==> config.mk <==
export PLATFORM = sky130hd
export DESIGN_NAME = program_loader
export DESIGN_NICKNAME = d
export VERILOG_FILES = /design/src/rtl/program_loader.sv
export SDC_FILE = /design/constraint.sdc
export NUM_CORES = 1
export LEC_CHECK = 0
export CAP_MARGIN = 20
export CORE_UTILIZATION = 55
export CTS_CLUSTER_SIZE = 30
export DETAILED_ROUTE_END_ITERATION = 12
export PLACE_DENSITY_LB_ADDON = 0.2
export SLEW_MARGIN = 20
export SYNTH_ARGS = -nofsm -noshare
export SYNTH_HDL_FRONTEND = slang
export SYNTH_SLANG_ARGS = --single-unit
==> constraint.sdc <==
create_clock -name Clk -period 2.9 [get_ports Clk]
set_input_delay 0.58 -clock Clk [delete_from_list [all_inputs] [get_ports Clk]]
set_output_delay 0.58 -clock Clk [all_outputs]
set_load 0.1 [all_outputs]
==> src/rtl/program_loader.sv <==
// program_loader: fills instruction memory from a length-prefixed byte stream, then releases the core.
// Define LOADER_CHECKSUM_EN to require and verify a trailing mod-256 checksum byte.
module program_loader #(
    parameter int unsigned ADDR_W = 8
) (
    input  logic              Clk,
    input  logic              Reset,
    input  logic              in_valid,
    input  logic [7:0]        in_data,
    output logic              in_ready,
    input  logic              reload,
    output logic              imem_we,
    output logic [ADDR_W-1:0] imem_addr,
    output logic [7:0]        imem_wdata,
    output logic              core_run,
    output logic              load_err
);

    localparam int unsigned BYTE_W = 8;

`ifdef LOADER_CHECKSUM_EN
    typedef enum logic [2:0] {
        ST_IDLE  = 3'd0,
        ST_LOAD  = 3'd1,
        ST_CHECK = 3'd2,
        ST_RUN   = 3'd3,
        ST_ERROR = 3'd4
    } state_t;
`else
    typedef enum logic [2:0] {
        ST_IDLE  = 3'd0,
        ST_LOAD  = 3'd1,
        ST_RUN   = 3'd3,
        ST_ERROR = 3'd4
    } state_t;
`endif

    state_t              state_q, state_d;
    logic [BYTE_W-1:0]   len_q, len_d;
    logic [BYTE_W-1:0]   count_q, count_d;
    logic                imem_we_q, imem_we_d;
    logic [ADDR_W-1:0]   imem_addr_q, imem_addr_d;
    logic [BYTE_W-1:0]   imem_wdata_q, imem_wdata_d;
    logic                core_run_q, core_run_d;
    logic                load_err_q, load_err_d;
`ifdef LOADER_CHECKSUM_EN
    logic [BYTE_W-1:0]   sum_q, sum_d;
`endif

    logic                ready_state_c;
    logic                accept_c;

    // States that take bytes; LOAD stops taking them once the image is complete.
    always_comb begin
        ready_state_c = 1'b0;
        case (state_q)
            ST_IDLE:  ready_state_c = 1'b1;
            ST_LOAD:  ready_state_c = (count_q != len_q);
`ifdef LOADER_CHECKSUM_EN
            ST_CHECK: ready_state_c = 1'b1;
`endif
            default:  ready_state_c = 1'b0;
        endcase
    end

    assign in_ready = ready_state_c & ~reload & Reset;
    assign accept_c = in_valid & in_ready;

    // Next-state and registered-output logic.
    always_comb begin
        state_d      = state_q;
        len_d        = len_q;
        count_d      = count_q;
        imem_we_d    = 1'b0;
        imem_addr_d  = imem_addr_q;
        imem_wdata_d = imem_wdata_q;
        core_run_d   = 1'b0;
        load_err_d   = load_err_q;
`ifdef LOADER_CHECKSUM_EN
        sum_d        = sum_q;
`endif

        if (reload) begin
            state_d    = ST_IDLE;
            count_d    = '0;
            load_err_d = 1'b0;
        end else begin
            case (state_q)
                ST_IDLE: begin
                    if (accept_c) begin
                        if (in_data != 8'd0) begin
                            len_d   = in_data;
                            count_d = '0;
`ifdef LOADER_CHECKSUM_EN
                            sum_d   = '0;
`endif
                            state_d = ST_LOAD;
                        end else begin
                            load_err_d = 1'b1;
                            state_d    = ST_ERROR;
                        end
                    end
                end
                ST_LOAD: begin
                    if (accept_c) begin
                        imem_we_d    = 1'b1;
                        imem_addr_d  = ADDR_W'(count_q);
                        imem_wdata_d = in_data;
                        count_d      = count_q + 8'd1;
`ifdef LOADER_CHECKSUM_EN
                        sum_d        = sum_q + in_data;
`endif
                    end else if (count_q == len_q) begin
`ifdef LOADER_CHECKSUM_EN
                        state_d = ST_CHECK;
`else
                        state_d = ST_RUN;
`endif
                    end
                end
`ifdef LOADER_CHECKSUM_EN
                ST_CHECK: begin
                    if (accept_c) begin
                        if (in_data == sum_q) begin
                            core_run_d = 1'b1;
                            state_d    = ST_RUN;
                        end else begin
                            load_err_d = 1'b1;
                            state_d    = ST_ERROR;
                        end
                    end
                end
`endif
                ST_RUN: begin
                    core_run_d = 1'b1;
                end
                ST_ERROR: begin
                    load_err_d = 1'b1;
                end
                default: begin
                    state_d = ST_IDLE;
                end
            endcase
        end
    end

    // State and output registers.
    always_ff @(posedge Clk or negedge Reset) begin
        if (!Reset) begin
            state_q      <= ST_IDLE;
            len_q        <= '0;
            count_q      <= '0;
            imem_we_q    <= 1'b0;
            imem_addr_q  <= '0;
            imem_wdata_q <= '0;
            core_run_q   <= 1'b0;
            load_err_q   <= 1'b0;
`ifdef LOADER_CHECKSUM_EN
            sum_q        <= '0;
`endif
        end else begin
            state_q      <= state_d;
            len_q        <= len_d;
            count_q      <= count_d;
            imem_we_q    <= imem_we_d;
            imem_addr_q  <= imem_addr_d;
            imem_wdata_q <= imem_wdata_d;
            core_run_q   <= core_run_d;
            load_err_q   <= load_err_d;
`ifdef LOADER_CHECKSUM_EN
            sum_q        <= sum_d;
`endif
        end
    end

    assign imem_we    = imem_we_q;
    assign imem_addr  = imem_addr_q;
    assign imem_wdata = imem_wdata_q;
    assign core_run   = core_run_q;
    assign load_err   = load_err_q;

endmodule

==> summary.md <==
| Metric | Value |
|---|---|
| Clock Latency Late Sink | 0.33 ns |
| Tcrit/Tclk final | 0.890 |
| WHS | 0.0309 ns |
| Die Span Y | 57.7 um |
| Total die area | 3330 um2 |
| Worst path required time | 2.32 ns |
| Nets@finish | 184 |
| Clock-pin slew of the registers on the worst-case setup and hold paths | 0.10 ns |
| Top cell type's share of synthesized area | 0.558 |
| Drc violations | 1 |
| Initial Util | 0.598 |
| DRT iter0 DRCs | 29 |
| Final setup TNS | 0 ns |
| Yosys top cell by area | dfrtp_1 |
| Crit path kind | flop to output port |
| Clock power share | 0.178 |
| Die Span X | 57.7 um |
| Synth Flop Type | dfrtp_1 |
| Final ANT Viol Nets | 0 |
| CP startpoint kind | flop |
| Clock root cell | clkbuf_4 |
| Post-Synthesis Cells | 133 |
| Total Wirelength | 3040 um |
| TritonCTS clock tree | done |
| Clk sinks | 38 |
| Final-report hold violation count | 0 |
| Ports | 32 |
| Violated checks | DRC |
| P per Cell Area | 670 nW/um2 |
| Post-DP HPWL | 2300 um |
| Final Setup Violations | 0 |
| Most used standard cell by instance count after synthesis | dfrtp_1 |
| Vias in the first global route | 1,176 |
| Lkg Pwr | 0.990 nW |
| Count of different cell masters after synthesis | 32 |
| Flops & latches, synth | 38 |
| Detailed Routing Iterations Pass 1 | 8 |
| Buf/Inv on CP | 1 |
| Min-Delay Path Class | input pin to async pin |
| Vias | 1,121 |
| Fin Clk Skew | 0.00829 ns |
| Routability cong. | 0.813 |
| Final instance area | 2060 um2 |
| CP peak stage delay | 0.46 ns |
| CP Data Arrival Time | 2.00 ns |
| Post-place setup slack | 0.211 ns |
| Crit path max-delay family | simple AND/OR/NAND/NOR gates |
| # hold bufs at CTS | 0 |
| Clock buffer count from CTS | 5 |
| Placeable Area | 2850 um2 |
| Slew Viols, Final | 0 |
| Period minus WS final | 2.58 ns |
| First-pass GRT wire length | 5440 um |
| Remaining Overflow, GRT | 0 |
| Area of the mapped netlist | 1710 um2 |
| Sequential-to-total area share from yosys stat | 0.558 |
| Worst-Margin Slew | 0.869 ns |
| Worst-path maximum fanout | 6 |
| DR vias/cell | 5.55 |
| Dpl cell area | 2020 um2 |
| Internal power | 0.000822 W |
| Resized Gates After CTS | 0 |
| CP Capture Type | output port |
| GRT Overall Usage | 0.220 |
| Peak supply drop | 828 uV |
| Switching pwr | 0.000559 W |
| Fraction of layout cells with a size suffix above 1 | 0.351 |
| Final Power | 0.00138 W |
| Synth cell count leaders | 38 x dfrtp_1, 24 x mux2_2, 8 x xor2_1, 7 x nand2_1 |
| Drt wl/cell | 15.1 um |
| Port Buffers | 31 |
| Crit-path slowest cell | dfrtp_1 |
| CTS max path bufs | 2 |
| Area delta synth->final | 20.9% |
| Combinational share of power | 0.359 |
| Worst-path cell chain | xor2_1 -> nor4_1 -> and2_1 -> a21oi_2 -> buf_12 |
| Unrepaired setup endpoints after global routing | false |
| Top cells by area, synth | dfrtp_1 56%, mux2_2 16%, xor2_1 4.1% |
| Rows | 19 |
| Max_cap viols | 0 |
| Crit path depth | 5 |
| Switching share of total power | 0.405 |
| F_max | 0.387 GHz |
| Post-CTS setup buffers | 0 |
| Sequential power share | 0.462 |
| Slew margin rel. | 0.416 |
| Setup WS post-layout | 0.319 ns |
| Initial antenna violation count | 0 |
| Status | finished, violations left |
| Largest net degree at the start of global routing | 20 |
| Ys async rst share | 1.00 |
| R2r worst-path depth | 5 |
| Syn Nets | 146 |
| Diodes inserted | 0 |
| Post-synth EDFFs | 0 |
| Htree depth | 2 |
| Yosys warns | 0 |
| Synthesized area per cell | 12.8 um2 |
[layout make-up]
type | count | area (um2)
clock buffers | 7 | 45.0
fillers | 216 | 791
inverters | 4 | 15.0
multi-input cells | 87 | 714
flip-flops and latches | 38 | 951
well taps | 31 | 38.8
repair buffers | 35 | 298
[path summary, 6_finish.rpt]
kind                                    from            to  slack, ns
worst min register to register  imem_addr[6]  imem_addr[6]       0.52
max in group asynchronous              Reset      len_q[1]       2.43
worst max register to register    count_q[6]    count_q[6]       0.99
worst max-delay path              count_q[6]      in_ready       0.32
min in group Clk                imem_addr[6]  imem_addr[6]       0.52
worst min-delay path                   Reset    state_q[0]       0.03
[state kept, by name, summed over array words and instances (netlist names)]
register / count
imem_addr: 8
len_q: 8
count_q: 8
core_run: 1
load_err: 1
state_q: 3
imem_wdata: 8
imem_we: 1
[layout by cell type (no fill, tap or decap), drive strengths merged]
master | Yosys | final
ha | 1 | 1
o211a | 1 | 1
nand3 | 2 | 2
a21boi | 1 | 1
inv | 4 | 4
mux2i | 1 | 1
dfrtp | 38 | 38
nor4 | 5 | 5
o21ai | 3 | 3
nand4b | 1 | 1
nor4b | 1 | 1
mux2 | 24 | 24
and2 | 1 | 1
nor2 | 4 | 4
xor2 | 8 | 8
nor3b | 1 | 1
clkbuf | 0 | 7
a21oi | 7 | 7
a32o | 1 | 1
clkdlybuf4s50 | 0 | 10
nand3b | 1 | 1
buf | 4 | 25
a41oi | 1 | 1
or2b | 4 | 4
and4bb | 1 | 1
nand2 | 7 | 7
or3 | 1 | 1
and3 | 4 | 4
a31oi | 6 | 6
[logic make-up after synthesis]
family | count (synthesis) | synth area share
DFF | 38 | 0.558
and+or+nand+nor | 33 | 0.127
muxes | 25 | 0.164
AOI/OAI and AO/OA | 20 | 0.0770
xor gates and xnor gates | 8 | 0.0411
buffers and inverters | 8 | 0.0257
adders and majority gates | 1 | 0.00734
[power groups by stage]
stage / Clock [W] / Sequential, W / Combinational (W)
floorplan: 0 / 0.000914 / 0.000108
global placement: 0 / 0.000645 / 0.000491
detailed placement: 0 / 0.000650 / 0.000499
CTS: 0.000253 / 0.000639 / 0.000500
global route: 0.000277 / 0.000647 / 0.000517
finish: 0.000246 / 0.000638 / 0.000496
[layer usage]
metal / wire, um / vias up / GRT usage
li1: - / 557 / -
met1: 1410 / 536 / 0.295
met2: 1450 / 23 / 0.350
met3: 126 / 5 / 0.0491
met4: 50 / 0 / 0.0918
met5: 0 / - / 0
[through the flow]
| step | cells | util |
|---|---|---|
| 5_1_grt | 202 | 0.723 |
| 6_report | 202 | 0.723 |
| 3_5_place_dp | 195 | 0.707 |
| 4_1_cts | 202 | 0.723 |
| 3_3_place_gp | 195 | 0.707 |
| 2_1_floorplan | 133 | - |
Power figures use the tool's default switching activity.
